<file path="src/rtl/dma_txn_tracker_pkg.sv">
// Shared types for the DMA transaction tracker: drain FSM states, fault counter width
// and the default AXI request/response structs of the DMA master port.
package dma_txn_tracker_pkg;

   localparam int unsigned FaultCntWidth = 8;

   typedef enum logic [1:0] {
      StRun,
      StDrain,
      StDrained
   } drain_state_e;

   // Address channel, including the IOMMU stream/substream identifiers.
   typedef struct packed {
      logic [3:0]  id;
      logic [31:0] addr;
      logic [7:0]  len;
      logic [2:0]  size;
      logic [1:0]  burst;
      logic [15:0] stream_id;
      logic        ss_id_valid;
      logic [19:0] substream_id;
   } axi_ax_chan_t;

   typedef struct packed {
      logic [63:0] data;
      logic [7:0]  strb;
      logic        last;
   } axi_w_chan_t;

   typedef struct packed {
      logic [3:0] id;
      logic [1:0] resp;
   } axi_b_chan_t;

   typedef struct packed {
      logic [3:0]  id;
      logic [63:0] data;
      logic [1:0]  resp;
      logic        last;
   } axi_r_chan_t;

   typedef struct packed {
      axi_ax_chan_t aw;
      logic         aw_valid;
      axi_w_chan_t  w;
      logic         w_valid;
      logic         b_ready;
      axi_ax_chan_t ar;
      logic         ar_valid;
      logic         r_ready;
   } dma_axi_req_t;

   typedef struct packed {
      logic        aw_ready;
      logic        ar_ready;
      logic        w_ready;
      logic        b_valid;
      axi_b_chan_t b;
      logic        r_valid;
      axi_r_chan_t r;
   } dma_axi_rsp_t;

endpackage

</file>
<file path="src/rtl/dma_txn_counter.sv">
// Outstanding-transaction counter: +1 on admission, -1 on retirement, with limit and
// zero flags for the admission gate.
module dma_txn_counter #(
   parameter int unsigned Max = 8,
   localparam int unsigned CntW = $clog2(Max + 1)
) (
   input  logic            clk_i,
   input  logic            rst_ni,
   input  logic            inc_i,
   input  logic            dec_i,
   output logic [CntW-1:0] cnt_o,
   output logic            below_max_o,
   output logic            zero_o
);

   logic [CntW-1:0] cnt_d, cnt_q;

   // Next count; a simultaneous increment and decrement cancel out.
   always_comb begin
      cnt_d = cnt_q;
      unique case ({inc_i, dec_i})
         2'b10:   cnt_d = cnt_q + CntW'(1);
         2'b01:   cnt_d = cnt_q - CntW'(1);
         default: cnt_d = cnt_q;
      endcase
   end

   // Count register.
   always_ff @(posedge clk_i or negedge rst_ni) begin
      if (!rst_ni) begin
         cnt_q <= '0;
      end else begin
         cnt_q <= cnt_d;
      end
   end

   assign cnt_o       = cnt_q;
   assign below_max_o = (cnt_q < CntW'(Max));
   assign zero_o      = (cnt_q == '0);

   // The admission gate upstream must keep the count inside [0, Max].
   a_no_overflow: assert property (@(posedge clk_i) disable iff (!rst_ni)
      !(inc_i && !dec_i && (cnt_q == CntW'(Max))));
   a_no_underflow: assert property (@(posedge clk_i) disable iff (!rst_ni)
      !(dec_i && !inc_i && (cnt_q == '0)));

endmodule

</file>
<file path="src/rtl/dma_txn_tracker.sv">
// AXI pass-through between the DMA master port and the IOMMU that caps outstanding
// read/write bursts, offers a drain handshake and records IOMMU fault responses.
module dma_txn_tracker
   import dma_txn_tracker_pkg::*;
#(
   parameter int unsigned MaxRdTxns = 8,
   parameter int unsigned MaxWrTxns = 8,
   parameter type axi_req_t = dma_axi_req_t,
   parameter type axi_rsp_t = dma_axi_rsp_t,
   localparam int unsigned RdCntW = $clog2(MaxRdTxns + 1),
   localparam int unsigned WrCntW = $clog2(MaxWrTxns + 1)
) (
   input  logic                     clk_i,
   input  logic                     rst_ni,
   input  axi_req_t                 slv_req_i,
   output axi_rsp_t                 slv_rsp_o,
   output axi_req_t                 mst_req_o,
   input  axi_rsp_t                 mst_rsp_i,
   input  logic                     drain_req_i,
   output logic                     drain_ack_o,
   output logic                     idle_o,
   output logic [RdCntW-1:0]        rd_cnt_o,
   output logic [WrCntW-1:0]        wr_cnt_o,
   output logic                     fault_irq_o,
   input  logic                     fault_clr_i,
   output logic [FaultCntWidth-1:0] rd_fault_cnt_o,
   output logic [FaultCntWidth-1:0] wr_fault_cnt_o
);

   localparam logic [FaultCntWidth-1:0] FaultCntMax = '1;

   drain_state_e             state_q;
   logic                     ar_hold_q, aw_hold_q, ar_hold_d, aw_hold_d;
   logic                     ar_allow, aw_allow;
   logic                     ar_hs, aw_hs, r_last_hs, b_hs;
   logic                     rd_below_max, wr_below_max, rd_zero, wr_zero;
   logic                     rd_zero_nxt, wr_zero_nxt;
   logic                     rd_fault, wr_fault;
   logic                     fault_irq_q;
   logic [FaultCntWidth-1:0] rd_fault_cnt_q, wr_fault_cnt_q;

   // A held request must always be allowed to finish, whatever the state or count.
   assign ar_allow = ar_hold_q | ((state_q == StRun) & rd_below_max);
   assign aw_allow = aw_hold_q | ((state_q == StRun) & wr_below_max);

   // Combinational pass-through; only the AR/AW handshakes are gated.
   always_comb begin
      mst_req_o          = slv_req_i;
      mst_req_o.ar_valid = slv_req_i.ar_valid & ar_allow;
      mst_req_o.aw_valid = slv_req_i.aw_valid & aw_allow;
      slv_rsp_o          = mst_rsp_i;
      slv_rsp_o.ar_ready = mst_rsp_i.ar_ready & ar_allow;
      slv_rsp_o.aw_ready = mst_rsp_i.aw_ready & aw_allow;
   end

   assign ar_hs     = slv_req_i.ar_valid & ar_allow & mst_rsp_i.ar_ready;
   assign aw_hs     = slv_req_i.aw_valid & aw_allow & mst_rsp_i.aw_ready;
   assign r_last_hs = mst_rsp_i.r_valid & slv_req_i.r_ready & mst_rsp_i.r.last;
   assign b_hs      = mst_rsp_i.b_valid & slv_req_i.b_ready;

   // Presented downstream but not accepted: keep valid up until the handshake.
   assign ar_hold_d = slv_req_i.ar_valid & ar_allow & ~mst_rsp_i.ar_ready;
   assign aw_hold_d = slv_req_i.aw_valid & aw_allow & ~mst_rsp_i.aw_ready;

   dma_txn_counter #(
      .Max (MaxRdTxns)
   ) u_rd_cnt (
      .clk_i       (clk_i),
      .rst_ni      (rst_ni),
      .inc_i       (ar_hs),
      .dec_i       (r_last_hs),
      .cnt_o       (rd_cnt_o),
      .below_max_o (rd_below_max),
      .zero_o      (rd_zero)
   );

   dma_txn_counter #(
      .Max (MaxWrTxns)
   ) u_wr_cnt (
      .clk_i       (clk_i),
      .rst_ni      (rst_ni),
      .inc_i       (aw_hs),
      .dec_i       (b_hs),
      .cnt_o       (wr_cnt_o),
      .below_max_o (wr_below_max),
      .zero_o      (wr_zero)
   );

   // Post-edge emptiness, so drain_ack can rise right after the last response.
   assign rd_zero_nxt = ~ar_hs & (rd_zero | ((rd_cnt_o == RdCntW'(1)) & r_last_hs));
   assign wr_zero_nxt = ~aw_hs & (wr_zero | ((wr_cnt_o == WrCntW'(1)) & b_hs));

   // Drain FSM and AR/AW hold registers.
   always_ff @(posedge clk_i or negedge rst_ni) begin
      if (!rst_ni) begin
         state_q   <= StRun;
         ar_hold_q <= 1'b0;
         aw_hold_q <= 1'b0;
      end else begin
         ar_hold_q <= ar_hold_d;
         aw_hold_q <= aw_hold_d;
         unique case (state_q)
            StRun: begin
               if (drain_req_i) state_q <= StDrain;
            end
            StDrain: begin
               if (!drain_req_i) begin
                  state_q <= StRun;
               end else if (rd_zero_nxt && wr_zero_nxt && !ar_hold_d && !aw_hold_d) begin
                  state_q <= StDrained;
               end
            end
            StDrained: begin
               if (!drain_req_i) state_q <= StRun;
            end
            default: state_q <= StRun;
         endcase
      end
   end

   assign rd_fault = r_last_hs & mst_rsp_i.r.resp[1];
   assign wr_fault = b_hs & mst_rsp_i.b.resp[1];

   // Sticky fault flag and saturating counters; a fault beats a same-cycle clear.
   always_ff @(posedge clk_i or negedge rst_ni) begin
      if (!rst_ni) begin
         fault_irq_q    <= 1'b0;
         rd_fault_cnt_q <= '0;
         wr_fault_cnt_q <= '0;
      end else if (fault_clr_i) begin
         fault_irq_q    <= rd_fault | wr_fault;
         rd_fault_cnt_q <= FaultCntWidth'(rd_fault);
         wr_fault_cnt_q <= FaultCntWidth'(wr_fault);
      end else begin
         if (rd_fault | wr_fault) fault_irq_q <= 1'b1;
         if (rd_fault && (rd_fault_cnt_q != FaultCntMax)) begin
            rd_fault_cnt_q <= rd_fault_cnt_q + 1'b1;
         end
         if (wr_fault && (wr_fault_cnt_q != FaultCntMax)) begin
            wr_fault_cnt_q <= wr_fault_cnt_q + 1'b1;
         end
      end
   end

   assign drain_ack_o    = (state_q == StDrained);
   assign idle_o         = rd_zero & wr_zero;
   assign fault_irq_o    = fault_irq_q;
   assign rd_fault_cnt_o = rd_fault_cnt_q;
   assign wr_fault_cnt_o = wr_fault_cnt_q;

endmodule

</file>
<file path="config.mk">
export PLATFORM = sky130hd
export DESIGN_NAME = dma_txn_tracker
export DESIGN_NICKNAME = d
export VERILOG_FILES = /design/src/rtl/dma_txn_tracker_pkg.sv /design/src/rtl/dma_txn_counter.sv /design/src/rtl/dma_txn_tracker.sv
export SDC_FILE = /design/constraint.sdc
export NUM_CORES = 1
export LEC_CHECK = 0
export ABC_CLOCK_PERIOD_IN_PS = 2250
export CAP_MARGIN = 20
export CELL_PAD_IN_SITES_DETAIL_PLACEMENT = 1
export CELL_PAD_IN_SITES_GLOBAL_PLACEMENT = 1
export CORE_AREA = 2 2 274 276
export CTS_BUF_LIST = sky130_fd_sc_hd__clkbuf_4
export DETAILED_ROUTE_END_ITERATION = 12
export DIE_AREA = 0 0 276 278
export PLACE_DENSITY_LB_ADDON = 0.1
export SETUP_SLACK_MARGIN = 0.15
export SKIP_CTS_REPAIR_TIMING = 1
export SLEW_MARGIN = 10
export SYNTH_ARGS = -nofsm -noshare
export SYNTH_HDL_FRONTEND = slang
export SYNTH_HIERARCHICAL = 1
export SYNTH_SLANG_ARGS = --single-unit
export TNS_END_PERCENT = 30
</file>
<file path="constraint.sdc">
create_clock -name clk_i -period 2.25 [get_ports clk_i]
set_input_delay 0.45 -clock clk_i [delete_from_list [all_inputs] [get_ports clk_i]]
set_output_delay 0.45 -clock clk_i [all_outputs]
set_load 0.005 [all_outputs]
</file>
==> results.md <==
- status: finished, violations left
- violated checks: design-rule violations
- number of global-route vias before repair: 2,452
- Post-synth ARST share: 1.000
- Inserted Clock Buffers: 5
- power density cells: 568.8 nW/um^2
- share of cells above drive strength 1: 0.3086
- maximum level of the CTS H-tree: 2
- Worst-Margin Slew: 0.5491 ns
- depth of the most critical reg-to-reg path: 13
- final weighted congestion of routability-driven global placement: 0.6123
- first-pass GRT wire length: 20.83 mm
- maximum clock frequency: 0.4644 GHz
- gate count of the mapped netlist: 498
- clock sink total: 29
- worst hold path type: primary input to async pin
- data required time of the critical path: 2.57 ns
- crit path kind: register to register
- CTS tree: done
- number of core rows: 100
- worst clock skew: 0.008239 ns
- Worst Path Buf+Inv: 2
- number of filler instances in the final layout: 8,804
- first-pass detailed-route iteration total: 12
- Total Nets Final: 612
- Distinct cells, synth: 42
- clock latency reported for the late side of the worst-skew pair: 0.43 ns
- Period minus WS final: 2.153 ns
- EDFF count, synth: 0
- die extent in x: 276 um
- vias per cell: 1.754
- Antenna Nets Post-Route: 0
- highest fanout seen on the critical path: 2
- Initial Util: 0.05636
- nets in the synthesized netlist: 842
- Area Growth Syn to Fin: -5.804%
- number of buffers on the longest clock path: 2
- I/O pin total: 695
- Worst path slowest cell: sky130_fd_sc_hd__dfrtp_1
- leading register cell type out of synthesis: sky130_fd_sc_hd__dfrtp_1
- Worst path max stage delay: 0.41 ns
- category of the worst setup path capture point: register
- die area: 76,730 um^2
- final number of max-transition violations: 0
- worst voltage drop across the vdd grid: 0.2753 mV
- Max-Cap Viols: 0
- count of port buffers added during placement: 52
- sequential-to-total area share from yosys stat: 0.1744
- wirelength, routed: 16.03 mm
- initial antenna violation count: 1
- final worst hold slack: 0.4533 ns
- total leakage power: 0.001378 uW
- die height: 278 um
- final critical-path share of the clock period: 0.9569
- average wire per cell in the routed design: 12.94 um
- Setup crit start kind: register
- max_slew headroom: 0.6339
- post-synthesis area per instance: 8.354 um^2
- core outline area: 73,820 um^2
- Initial DRC Count: 87
- total overflow reported by the global router: 0
- R2R Setup Slk: 0.1 ns
- Hold Fails Final Rpt: 0
- buffer type at the clock tree root: sky130_fd_sc_hd__clkbuf_4
- yosys synthesis warning count: 6
- final cell utilization of the core: 0.05308
- end of the worst register-to-register path: u_wr_cnt/cnt_o[2]
- maximum number of pins on one net before global-route repair: 30
- worst path arrival time: 2.47 ns
- all-layer global routing usage: 0.03996
- count of state elements after synthesis: 29
- cells along the critical path: nor2_2, buf_4, a21oi_4, nor2b_2, and2_1, inv_1, ha_2, xor2_1, ha_2, a21oi_2, xor2_1, nor2_1, xor2_1
- DP HPWL: 12.81 mm
- cell area after synthesis: 4160 um^2
- setup tns final: 0 ns
- clock-pin slew of the registers on the worst-case setup and hold paths: 0.13 ns
- Most common cell on crit path: sky130_fd_sc_hd__xor2_1
- Vias: 2,173
- delay-heaviest family, CP: XOR/XNOR gates
- Crit Reg-Reg Startpoint: state_q[0]
- Remaining DRCs: 44
- final setup vio count: 0
- setup repair after global routing missed its margin: true
cell usage after synthesis, drive strengths merged, types with 4 or more instances:
master / number / area, um^2
xor2: 11 / 96.34
inv: 7 / 26.28
a21oi: 9 / 45.04
nor2: 17 / 63.81
nand2: 7 / 26.28
nor2b: 6 / 37.54
and3: 4 / 26.28
nand3: 7 / 40.04
xnor2: 4 / 35.03
ha: 8 / 100.1
o21ai: 6 / 33.78
dfrtp: 29 / 725.7
nor3: 6 / 30.03
o211ai: 5 / 51.30
and2: 7 / 43.79
buf: 329 / 2474
flip-flops by register name, summed over array words and instances (netlist names):
name            count
u_wr_cnt/cnt_o      4
state_q             2
rd_fault_cnt_o      8
fault_irq_o         1
u_rd_cnt/cnt_o      4
wr_fault_cnt_o      8
ar_hold_q           1
aw_hold_q           1
power breakdown:
part           switching, uW  internal (uW)
clock network            292            243
registers               52.8            606
logic                    480            555
total                    825           1400
layout make-up:
cell class                 instances  area, um^2  share of cell area
clock buffer                       6       45.04             0.01149
clock inverter                     2       33.78            0.008621
inverter                           7       26.28            0.006705
timing repair buffer              93       849.6              0.2168
antenna                            1       2.502           0.0006386
multi-input combinational        132        1021              0.2605
sequential                        29       728.2              0.1858
tap                              969        1212              0.3094
cells in the final DEF (no fill, tap or decap), types with 3 or more instances in the layout:
master,count
sky130_fd_sc_hd__mux2i_1,3
sky130_fd_sc_hd__o21ai_0,5
sky130_fd_sc_hd__inv_1,6
sky130_fd_sc_hd__nor3_1,4
sky130_fd_sc_hd__clkbuf_4,6
sky130_fd_sc_hd__clkdlybuf4s50_1,40
sky130_fd_sc_hd__o211ai_1,4
sky130_fd_sc_hd__xor2_1,11
sky130_fd_sc_hd__and2_1,4
sky130_fd_sc_hd__a31oi_1,3
sky130_fd_sc_hd__nor2b_1,4
sky130_fd_sc_hd__a211oi_1,3
sky130_fd_sc_hd__nand2_1,6
sky130_fd_sc_hd__ha_1,3
sky130_fd_sc_hd__mux2_2,3
sky130_fd_sc_hd__a21oi_1,5
sky130_fd_sc_hd__dlymetal6s2s_1,10
sky130_fd_sc_hd__nand3_1,6
sky130_fd_sc_hd__o21a_1,3
sky130_fd_sc_hd__a21oi_2,3
sky130_fd_sc_hd__dfrtp_1,27
sky130_fd_sc_hd__and2_4,3
sky130_fd_sc_hd__buf_4,41
sky130_fd_sc_hd__nor2_1,16
sky130_fd_sc_hd__ha_2,3
sky130_fd_sc_hd__xnor2_1,4
sky130_fd_sc_hd__and3_1,3
per-layer routing:
layer	part of all wire	GRT usage	up-vias
met5	0.0036	0.005003	-
met4	0.10	0.05114	2
met3	0.19	0.03794	115
met2	0.40	0.04953	324
met1	0.30	0.03241	926
li1	-	-	806
metrics by stage:
stage	setup slack (ns)	cells	total power [uW]	instance area, um^2
4_1_cts	-0.4121	1235	2250	3782
3_5_place_dp	-0.2707	1227	1648	3704
3_3_place_gp	-0.2755	1227	1661	3704
5_1_grt	-0.02741	1239	2425	3919
6_report	0.09689	1239	2229	3919
2_1_floorplan	0.1549	498	1509	4163
kinds of logic (layout without fill, tap and decap cells):
| group | after synthesis | count (layout) | share of synthesized area |
|---|---|---|---|
| adder cells (fa/ha/maj) | 8 | 8 | 0.02406 |
| AND/OR/NAND/NOR | 69 | 69 | 0.09564 |
| AO/OA/AOI/OAI | 34 | 34 | 0.05714 |
| XOR/XNOR | 15 | 15 | 0.03158 |
| flip-flops | 29 | 29 | 0.1744 |
| other | 0 | 1 | 0 |
| buffers and inverters | 337 | 108 | 0.6018 |
| multiplexers | 6 | 6 | 0.01534 |
how the worst max path moves through the flow:
stage	start	end	slack, ns	depth (start not counted)
after floorplan	state_q[1]	u_rd_cnt/cnt_o[2]	0.15	12
after global placement	mst_rsp_i[80]	u_rd_cnt/cnt_o[2]	-0.28	11
after detailed placement	mst_rsp_i[80]	u_rd_cnt/cnt_o[2]	-0.27	11
after CTS	u_wr_cnt/cnt_o[2]	idle_o	-0.41	5
after global routing	state_q[0]	u_wr_cnt/cnt_o[2]	-0.03	13
final	state_q[0]	u_wr_cnt/cnt_o[2]	0.1	13
(Power assumes the default switching activity.)
